[src/rtl/fifo_arb_pkg.sv]
// Shared definitions for the round-robin FIFO write arbiter:
// state encoding and the width of the stall statistics counter.
package fifo_arb_pkg;

    localparam logic ST_IDLE = 1'b0;
    localparam logic ST_BUSY = 1'b1;

    localparam int STALL_CNT_W = 16;

    typedef enum logic {
        IDLE = ST_IDLE,
        BUSY = ST_BUSY
    } arb_state_t;

endpackage

[src/rtl/fifo_write_arbiter_if.sv]
// Producer handshake and FIFO write-port bundle shared by the arbiter and its
// surroundings; slave is the arbiter's view, master the producers'/FIFO's.
interface fifo_write_arbiter_if #(
    parameter int NUM_REQ     = 4,
    parameter int WORD_LENGTH = 8
);

    logic [NUM_REQ-1:0]             req_valid;
    logic [NUM_REQ-1:0]             req_last;
    logic [NUM_REQ*WORD_LENGTH-1:0] req_data;
    logic [NUM_REQ-1:0]             req_ready;
    logic                           fifo_full;
    logic                           fifo_write_en;
    logic [WORD_LENGTH-1:0]         fifo_data;

    modport master (
        output req_valid, req_last, req_data, fifo_full,
        input  req_ready, fifo_write_en, fifo_data
    );

    modport slave (
        input  req_valid, req_last, req_data, fifo_full,
        output req_ready, fifo_write_en, fifo_data
    );

endinterface

[src/rtl/fifo_write_arbiter_rr_pick.sv]
// Combinational rotate-priority search: returns the first set bit of valid
// scanning ptr, ptr+1, ... modulo N.
module rr_pick #(
    parameter int N     = 4,
    parameter int IDX_W = $clog2(N)
) (
    input  logic [N-1:0]     valid,
    input  logic [IDX_W-1:0] ptr,
    output logic             found,
    output logic [IDX_W-1:0] index
);

    logic [IDX_W-1:0] cand;

    // Scan from the farthest offset back to ptr so the nearest hit is written last.
    always_comb begin
        found = 1'b0;
        index = '0;
        cand  = '0;
        for (int k = N - 1; k >= 0; k--) begin
            cand = IDX_W'((int'(ptr) + k) % N);
            if (valid[cand]) begin
                found = 1'b1;
                index = cand;
            end
        end
    end

endmodule

[src/rtl/fifo_write_arbiter.sv]
// Round-robin arbiter locking one FIFO write port to a producer per packet/burst.
// Define FIFO_ARB_STATS_EN to build the saturating stall_cycles counter.
module fifo_write_arbiter
    import fifo_arb_pkg::*;
#(
    parameter int NUM_REQ     = 4,
    parameter int WORD_LENGTH = 8,
    parameter int BURST_MAX   = 4
) (
    input  logic                         clk,
    input  logic                         reset,
    fifo_write_arbiter_if.slave          bus,
    output logic [$clog2(NUM_REQ)-1:0]   owner,
    output logic                         busy,
    output logic [STALL_CNT_W-1:0]       stall_cycles
);

    localparam int IDX_W  = $clog2(NUM_REQ);
    localparam int BEAT_W = $clog2(BURST_MAX + 1);
    localparam logic [IDX_W-1:0]  LAST_IDX  = IDX_W'(NUM_REQ - 1);
    localparam logic [BEAT_W-1:0] LAST_BEAT = BEAT_W'(BURST_MAX - 1);

    arb_state_t        state, state_next;
    logic [IDX_W-1:0]  owner_next;
    logic [IDX_W-1:0]  rr_ptr, rr_ptr_next;
    logic [BEAT_W-1:0] beat_cnt, beat_next;
    logic              pick_found;
    logic [IDX_W-1:0]  pick_index;
    logic              transfer;
    logic              grant_done;

    rr_pick #(
        .N     (NUM_REQ),
        .IDX_W (IDX_W)
    ) u_pick (
        .valid (bus.req_valid),
        .ptr   (rr_ptr),
        .found (pick_found),
        .index (pick_index)
    );

    always_ff @(posedge clk) begin
        if (reset) begin
            state    <= IDLE;
            owner    <= '0;
            rr_ptr   <= '0;
            beat_cnt <= '0;
        end else begin
            state    <= state_next;
            owner    <= owner_next;
            rr_ptr   <= rr_ptr_next;
            beat_cnt <= beat_next;
        end
    end

    // A stalled or silent owner keeps the grant; only a completed last/burst word releases it.
    always_comb begin
        state_next        = state;
        owner_next        = owner;
        rr_ptr_next       = rr_ptr;
        beat_next         = beat_cnt;
        bus.req_ready     = '0;
        bus.fifo_write_en = 1'b0;
        bus.fifo_data     = '0;
        transfer          = 1'b0;
        grant_done        = 1'b0;
        case (state)
            IDLE: begin
                if (pick_found) begin
                    state_next = BUSY;
                    owner_next = pick_index;
                    beat_next  = '0;
                end
            end
            BUSY: begin
                bus.req_ready[owner] = ~bus.fifo_full;
                bus.fifo_data        = bus.req_data[owner*WORD_LENGTH +: WORD_LENGTH];
                transfer             = bus.req_valid[owner] && !bus.fifo_full;
                bus.fifo_write_en    = transfer;
                grant_done           = transfer && (bus.req_last[owner] || beat_cnt == LAST_BEAT);
                if (transfer) begin
                    beat_next = beat_cnt + 1'b1;
                end
                if (grant_done) begin
                    state_next  = IDLE;
                    rr_ptr_next = (owner == LAST_IDX) ? '0 : owner + 1'b1;
                end
            end
            default: state_next = IDLE;
        endcase
    end

    assign busy = (state == BUSY);

`ifdef FIFO_ARB_STATS_EN
    always_ff @(posedge clk) begin
        if (reset) begin
            stall_cycles <= '0;
        end else if (state == BUSY && bus.req_valid[owner] && bus.fifo_full
                     && stall_cycles != '1) begin
            stall_cycles <= stall_cycles + 1'b1;
        end
    end
`else
    assign stall_cycles = '0;
`endif

endmodule
[src/flat_wrapper.sv]
// flat-port wrapper written by rule: the top's interface ports become plain ports
module fifo_write_arbiter_flat import fifo_arb_pkg::*;
#(
    parameter int NUM_REQ     = 4,
    parameter int WORD_LENGTH = 8,
    parameter int BURST_MAX   = 4
)
  (clk, reset, owner, busy, stall_cycles, bus_req_valid, bus_req_last, bus_req_data, bus_fifo_full, bus_req_ready, bus_fifo_write_en, bus_fifo_data);
  fifo_write_arbiter_if #(.NUM_REQ(NUM_REQ), .WORD_LENGTH(WORD_LENGTH)) bus_i ();
  input  logic clk;
  input  logic reset;
  output logic [$clog2(NUM_REQ)-1:0] owner;
  output logic busy;
  output logic [STALL_CNT_W-1:0] stall_cycles;
  input wire logic [$bits(bus_i.req_valid)-1:0] bus_req_valid;
  input wire logic [$bits(bus_i.req_last)-1:0] bus_req_last;
  input wire logic [$bits(bus_i.req_data)-1:0] bus_req_data;
  input wire logic [$bits(bus_i.fifo_full)-1:0] bus_fifo_full;
  output wire logic [$bits(bus_i.req_ready)-1:0] bus_req_ready;
  output wire logic [$bits(bus_i.fifo_write_en)-1:0] bus_fifo_write_en;
  output wire logic [$bits(bus_i.fifo_data)-1:0] bus_fifo_data;
  assign bus_i.req_valid = bus_req_valid;
  assign bus_i.req_last = bus_req_last;
  assign bus_i.req_data = bus_req_data;
  assign bus_i.fifo_full = bus_fifo_full;
  assign bus_req_ready = bus_i.req_ready;
  assign bus_fifo_write_en = bus_i.fifo_write_en;
  assign bus_fifo_data = bus_i.fifo_data;
  fifo_write_arbiter #(.NUM_REQ(NUM_REQ), .WORD_LENGTH(WORD_LENGTH), .BURST_MAX(BURST_MAX)) u_core (.clk(clk), .reset(reset), .bus(bus_i), .owner(owner), .busy(busy), .stall_cycles(stall_cycles));
endmodule
[config.mk]
export PLATFORM = sky130hd
export DESIGN_NAME = fifo_write_arbiter_flat
export DESIGN_NICKNAME = d
export VERILOG_FILES = /design/src/rtl/fifo_arb_pkg.sv /design/src/rtl/fifo_write_arbiter_if.sv /design/src/rtl/fifo_write_arbiter_rr_pick.sv /design/src/rtl/fifo_write_arbiter.sv /design/src/flat_wrapper.sv
export SDC_FILE = /design/constraint.sdc
export NUM_CORES = 1
export LEC_CHECK = 0
export CORE_MARGIN = 4
export CORE_UTILIZATION = 34
export CTS_CLUSTER_SIZE = 30
export DETAILED_ROUTE_END_ITERATION = 16
export PLACE_DENSITY = 0.81
export SYNTH_ARGS = -nofsm -noshare
export SYNTH_HDL_FRONTEND = slang
export SYNTH_SLANG_ARGS = --single-unit
[constraint.sdc]
create_clock -name clk -period 2.15 [get_ports clk]
set_input_delay 0.215 -clock clk [delete_from_list [all_inputs] [get_ports clk]]
set_output_delay 0.215 -clock clk [all_outputs]
set_load 0.1 [all_outputs]
== Word level (Yosys, flattened, before mapping) ==
Index checks and enable logic that the tools add are counted.

* Shifts and indexed selects: 1
* Add/subtract/negate cells: 5
* Equality and inequality tests: 4
* Bitwise gates (word level): 3
* Magnitude comparators: 6
* Multiplexer cells: 32
* Reductions and logical operators: 8

{| class="wikitable"
|+ Operator list
! operator !! number
|-
| 32-bit by 6-bit indexed part select with 8-bit output || 1
|-
| 2-bit by 3-bit less-than comparator with 1-bit output (second input constant) || 5
|-
| 1-bit 2-to-1 mux || 14
|-
| 1-bit binary-select mux with 2-bit select || 6
|-
| 2-bit 2-to-1 mux || 5
|-
| 8-bit 2-to-1 mux || 1
|-
| 3-bit 2-to-1 mux || 2
|-
| 3-bit one-hot mux with 2 select lines || 1
|-
| 2-bit AND reduction || 3
|-
| 2-bit by 1-bit adder with 2-bit output (second input constant) || 2
|-
| 2-bit adder (second input constant) || 2
|-
| 4-bit AND || 1
|-
| 4-bit 2-to-1 mux || 1
|-
| 3-bit by 1-bit adder with 3-bit output (second input constant) || 1
|-
| 3-bit by 2-bit equality test with 1-bit output (second input constant) || 1
|-
| 1-bit logical AND || 3
|-
| 1-bit demux with 2-bit select || 1
|-
| 2-bit equality test (second input constant) || 1
|-
| 2-bit by 1-bit greater-or-equal comparator with 1-bit output (second input constant) || 1
|-
| 2-bit by 1-bit != test with 1-bit output (second input constant) || 1
|-
| 2-bit != test (second input constant) || 1
|-
| 1-bit NOT || 2
|-
| 1-bit one-hot mux with 2 select lines || 1
|-
| 1-bit zero test || 1
|-
| 1-bit logical OR || 1
|}

* Input bits: 43
* Output and inout port bits: 32
* Flip-flop bits (word level): 8

== Depth between registers and ports, before layout ==
* Depth in word-level cells: 9
* Depth in mapped cells: 6
* Gate-level depth less buffers: 6

== Cells and area by module ==
A second synthesis with hierarchy kept.

* Cells, all modules: 107
* Area, all modules: 996.0 um^2

{| class="wikitable"
|+ By module, submodules not included
! module !! times used !! cells each !! area each (um^2)
|-
| fifo_write_arbiter || 1 || 94 || 918.4
|-
| rr_pick || 1 || 13 || 77.6
|}

== Worst setup path after synthesis ==
Ideal clock, no wire load.

* Kind: register to output
* Start point: register u_core.owner[1]
* End point: output bus_fifo_data[0]
* Path buffers: 2
* Path slack: -661 ps
* Required time: 1935 ps
* Cell stages (with the launch flop): 5
* Arrival: 2596 ps
* Cells stage by stage: dfxtp_1 > buf_2 > buf_1 > mux4_2 > and2_1

* Cells in the longest elaborated chain, start to end: 2

{| class="wikitable"
|+ RTL lines
! element !! RTL line !! RTL
|-
| start: declaration || fifo_write_arbiter.sv:13 || <nowiki>output logic [$clog2(NUM_REQ)-1:0] owner,</nowiki>
|-
| start signal: assignment || fifo_write_arbiter.sv:50 || <nowiki>owner <= owner_next;</nowiki>
|-
| 32-bit by 6-bit indexed part select with 8-bit output || fifo_write_arbiter.sv:77 || <nowiki>bus.fifo_data = bus.req_data[owner*WORD_LENGTH +: WORD_LENGTH];</nowiki>
|-
| 8-bit 2-to-1 mux || fifo_write_arbiter.sv:67 || <nowiki>case (state)</nowiki>
|-
| end: declaration || flat_wrapper.sv:21 || <nowiki>output wire logic [$bits(bus_i.fifo_data)-1:0] bus_fifo_data;</nowiki>
|}

No other way between the ends.

== Worst setup path after layout ==
* Start point: register u_core.owner[0]
* End point: output bus_fifo_data[4]

The elaborated chain is that of the path after synthesis.

==> flow_summary.html <==
<table>
<tr><th>Metric</th><th>Value</th></tr>
<tr><th colspan="2">Run status</th></tr>
<tr><td>Outcome</td><td>complete, no violations</td></tr>
<tr><th colspan="2">Cells and area</th></tr>
<tr><td>Final design instance area without fill</td><td>1710 sq um</td></tr>
<tr><td>Reg area</td><td>approximately 170 sq um</td></tr>
<tr><td>Fraction of layout instances using a drive strength above 1</td><td>0.301</td></tr>
<tr><td>Area Overhead vs Synth</td><td>71.5%</td></tr>
<tr><td>Nets@finish</td><td>213</td></tr>
<tr><td>Most frequent cells in the layout</td><td>sky130_fd_sc_hd__clkdlybuf4s50_1 (42), sky130_fd_sc_hd__conb_1 (16), sky130_fd_sc_hd__buf_12 (13), sky130_fd_sc_hd__and2_2 (9), sky130_fd_sc_hd__mux4_2 (8)</td></tr>
<tr><td>Multi-input combinational cell area</td><td>738 sq um</td></tr>
<tr><td>Filler cell count</td><td>231</td></tr>
<tr><td>Commonest non-fill, non-tap cell in the layout</td><td>sky130_fd_sc_hd__clkdlybuf4s50_1</td></tr>
<tr><td>Diode insertion count for antenna repair</td><td>0</td></tr>
<tr><th colspan="2">Timing</th></tr>
<tr><td>Clock period minus final worst setup slack</td><td>1900 ps</td></tr>
<tr><td>Hold slack</td><td>580 ps</td></tr>
<tr><td>Hold Violations, Final</td><td>0</td></tr>
<tr><td>Period Utilization, post-route</td><td>0.885</td></tr>
<tr><td>Peak Freq</td><td>526 MHz</td></tr>
<tr><td>Final Max Slew Viols</td><td>0</td></tr>
<tr><td>Unrepaired setup endpoints after global routing</td><td>no</td></tr>
<tr><td>Number of failing setup endpoints in the final timing report</td><td>0</td></tr>
<tr><td>Clock tree skew after final layout</td><td>between 10 and 15 ps</td></tr>
<tr><th colspan="2">Critical path</th></tr>
<tr><td>Launching element type of the critical path</td><td>flip-flop</td></tr>
<tr><td>Critical Path Sink Type</td><td>output pin</td></tr>
<tr><td>Maximum fanout along the worst path</td><td>16</td></tr>
<tr><td>Arr. time, crit path</td><td>1690 ps</td></tr>
<tr><td>Required time at the worst-slack endpoint</td><td>a little under 2000 ps</td></tr>
<tr><td>Worst setup path category</td><td>flip-flop to output pin</td></tr>
<tr><th colspan="2">Pwr</th></tr>
<tr><td>Proportion of power drawn by flip-flops and latches</td><td>0.205</td></tr>
<tr><td>Power share of the combinational group</td><td>0.637</td></tr>
<tr><td>Clock network power share</td><td>0.158</td></tr>
<tr><td>Power per cell area</td><td>500 nW/um^2</td></tr>
<tr><td>Pwr Total</td><td>roughly 0.85 mW</td></tr>
<tr><td>Worst IR Drop VDD</td><td>0.423 mV</td></tr>
<tr><td>Total internal power</td><td>0.423 mW</td></tr>
<tr><td>Switching share of total power</td><td>0.504</td></tr>
<tr><td>Static leakage</td><td>0.665 nW</td></tr>
<tr><td>Psw</td><td>0.431 mW</td></tr>
<tr><th colspan="2">CTS</th></tr>
<tr><td>Bufs on Longest Clock Path</td><td>2</td></tr>
<tr><td>Sinks on the clock net</td><td>8</td></tr>
<tr><td>Clock tree root buffer cell</td><td>sky130_fd_sc_hd__clkbuf_4</td></tr>
<tr><td>Hold-fix buffers at CTS</td><td>0</td></tr>
<tr><td>H-tree lvl count</td><td>1</td></tr>
<tr><td>TritonCTS clock tree</td><td>built</td></tr>
<tr><td>Clock input transition at the sequential cells of the worst setup and hold paths</td><td>70 ps</td></tr>
<tr><td>Post-cts repair resize count</td><td>0</td></tr>
<tr><td>Cts bufs inserted</td><td>3</td></tr>
<tr><td>Source-to-sink clock delay at the later pin of the worst-skew pair</td><td>between 200 and 300 ps</td></tr>
<tr><td>Post-CTS setup-driven buffer insertion count</td><td>0</td></tr>
<tr><th colspan="2">Die</th></tr>
<tr><td>Core outline area</td><td>approximately 2800 sq um</td></tr>
<tr><td>Overall die height</td><td>between 60 and 70 microns</td></tr>
<tr><td>Number of core rows</td><td>19</td></tr>
<tr><td>Full die area</td><td>3860 sq um</td></tr>
<tr><td>Starting utilization of the core area</td><td>0.358</td></tr>
<tr><td>Floorplan die width</td><td>between 60 and 70 microns</td></tr>
<tr><td>Number of top-level design ports</td><td>75</td></tr>
<tr><th colspan="2">Routing</th></tr>
<tr><td>Per-cell via count in the routed design</td><td>5.04</td></tr>
<tr><td>Drt drc</td><td>0</td></tr>
<tr><td>DRC violation total after the first TritonRoute iteration</td><td>36</td></tr>
<tr><td>First-pass iteration count of the detailed router</td><td>4</td></tr>
<tr><td>Routed wire length per instance</td><td>16.0 microns</td></tr>
<tr><td>Total wirelength of the detailed-routed design</td><td>roughly 3.1 mm</td></tr>
<tr><td>Final antenna-violating net count</td><td>0</td></tr>
<tr><td>Via count of the routed design</td><td>roughly 980</td></tr>
<tr><th colspan="2">Global routing</th></tr>
<tr><td>Vias in the first global route</td><td>963</td></tr>
<tr><td>Number of antenna violations at the first check in global routing</td><td>0</td></tr>
<tr><td>Maximum number of pins on one net before global-route repair</td><td>18</td></tr>
<tr><td>GR Overflow Total</td><td>0</td></tr>
<tr><td>Total global-route track usage</td><td>0.156</td></tr>
<tr><td>First-pass GRT wire length</td><td>4.94 mm</td></tr>
<tr><th colspan="2">Yosys</th></tr>
<tr><td>Dominant cells by area after synthesis</td><td>sky130_fd_sc_hd__mux4_2 (18%), sky130_fd_sc_hd__dfxtp_1 (16%), sky130_fd_sc_hd__buf_4 (12%)</td></tr>
<tr><td>Number of library cell types mapped by synthesis</td><td>32</td></tr>
<tr><td>YS warnings</td><td>0</td></tr>
<tr><td>Post-Synthesis Cells</td><td>between 100 and 150</td></tr>
<tr><td>Proportion of synthesized chip area in sequential cells</td><td>0.161</td></tr>
<tr><td>Mean cell area of the mapped netlist</td><td>9.40 sq um</td></tr>
<tr><td>Syn Std Cell Area</td><td>996 sq um</td></tr>
<tr><td>Register bit total from synthesis</td><td>8</td></tr>
<tr><td>Area fraction of the dominant cell type after synthesis</td><td>0.181</td></tr>
<tr><td>Dominant cell type by area after synthesis</td><td>sky130_fd_sc_hd__mux4_2</td></tr>
<tr><th colspan="2">Placed design</th></tr>
<tr><td>Half-perimeter wire length of the detailed placement result</td><td>2.58 mm</td></tr>
<tr><td>Buffers on Ports</td><td>just under 60</td></tr>
<tr><td>Dpl cell area</td><td>1680 sq um</td></tr>
<tr><td>Routability-driven placement congestion ratio</td><td>0.746</td></tr>
<tr><th colspan="2">Hold path</th></tr>
<tr><td>Class of the tightest hold or removal check</td><td>flip-flop to flip-flop</td></tr>
<tr><th colspan="2">Flow run</th></tr>
<tr><td>Max-cap violations</td><td>0</td></tr>
</table>
## through the flow
stage	utilization	setup slack [ps]	cells	TNS [ps]
floorplan	-	-164	121	-234
finish	0.614	248	194	0
global placement	0.605	226	190	0
detailed placement	0.605	205	190	0
CTS	0.614	225	194	0
global route	0.614	161	194	0
## worst paths after layout
check                    from                to  slack (ps)  depth (start not counted)
max           u_core.owner[0]  bus_fifo_data[4]         250                          3
max reg2reg   u_core.owner[0]  u_core.rr_ptr[0]         410                          4
min          u_core.rr_ptr[0]   u_core.owner[0]         580                          2
min reg2reg  u_core.rr_ptr[0]   u_core.owner[0]         580                          2
## logic make-up (layout without fill, tap and decap cells)
group / Yosys count / in the layout / share of synthesized area
AOI/OAI and AO/OA: 15 / 15 / 0.122
adders and majority gates: 6 / 6 / 0.0754
buffers and inverters: 27 / 69 / 0.165
DFF: 8 / 8 / 0.161
muxes: 17 / 17 / 0.280
other: 1 / 16 / 0.00377
and+or+nand+nor: 32 / 32 / 0.193
## sequential cells by signal, indices dropped and copies added, names as in the netlist
register / cells
u_core.rr_ptr: 2
u_core.busy: 1
u_core.beat_cnt: 3
u_core.owner: 2
## power groups by stage
stage          combinational (mW)  sequential, mW  clock (mW)
3_3_place_gp                0.538           0.179           0
3_5_place_dp                0.544           0.179           0
5_1_grt                     0.560           0.178       0.152
6_report                    0.543           0.175       0.135
4_1_cts                     0.545           0.175       0.139
2_1_floorplan               0.371           0.190           0
## layout make-up
| type | count | share of cell area |
|---|---|---|
| clock buffers | 4 | 0.0154 |
| well taps | 31 | 0.0227 |
| inverters | 6 | 0.0132 |
| repair buffers | 59 | 0.416 |
| multi-input cells | 86 | 0.432 |
| flip-flops and latches | 8 | 0.100 |
## synthesized netlist by cell type (all sizes together)
library cell / instances
a21oi: 6
a31oi: 1
and2: 13
buf: 19
clkbuf: 2
conb: 1
dfxtp: 8
ha: 6
inv: 6
mux2: 4
mux2i: 5
mux4: 8
nand2: 3
nand2b: 3
nand3b: 1
nor2: 6
nor3: 1
nor4: 1
o21a: 1
o21ai: 3
o221ai: 1
o22ai: 1
o311ai: 1
o31ai: 1
or2: 1
or3: 1
or3b: 2
## per-layer routing
layer,global-route usage,vias up,routed length (microns)
met3,0.0486,4,284
met5,0,-,0
met4,0.0488,0,28
li1,-,456,-
met2,0.260,61,1510
met1,0.189,456,1280
## critical path: stages, from the launching register on
cell and delay (ps):
sky130_fd_sc_hd__dfxtp_4 490, sky130_fd_sc_hd__mux4_2 530, sky130_fd_sc_hd__and2_2 220, sky130_fd_sc_hd__buf_12 160
Note: power is estimated with default switching activity, not from simulation.
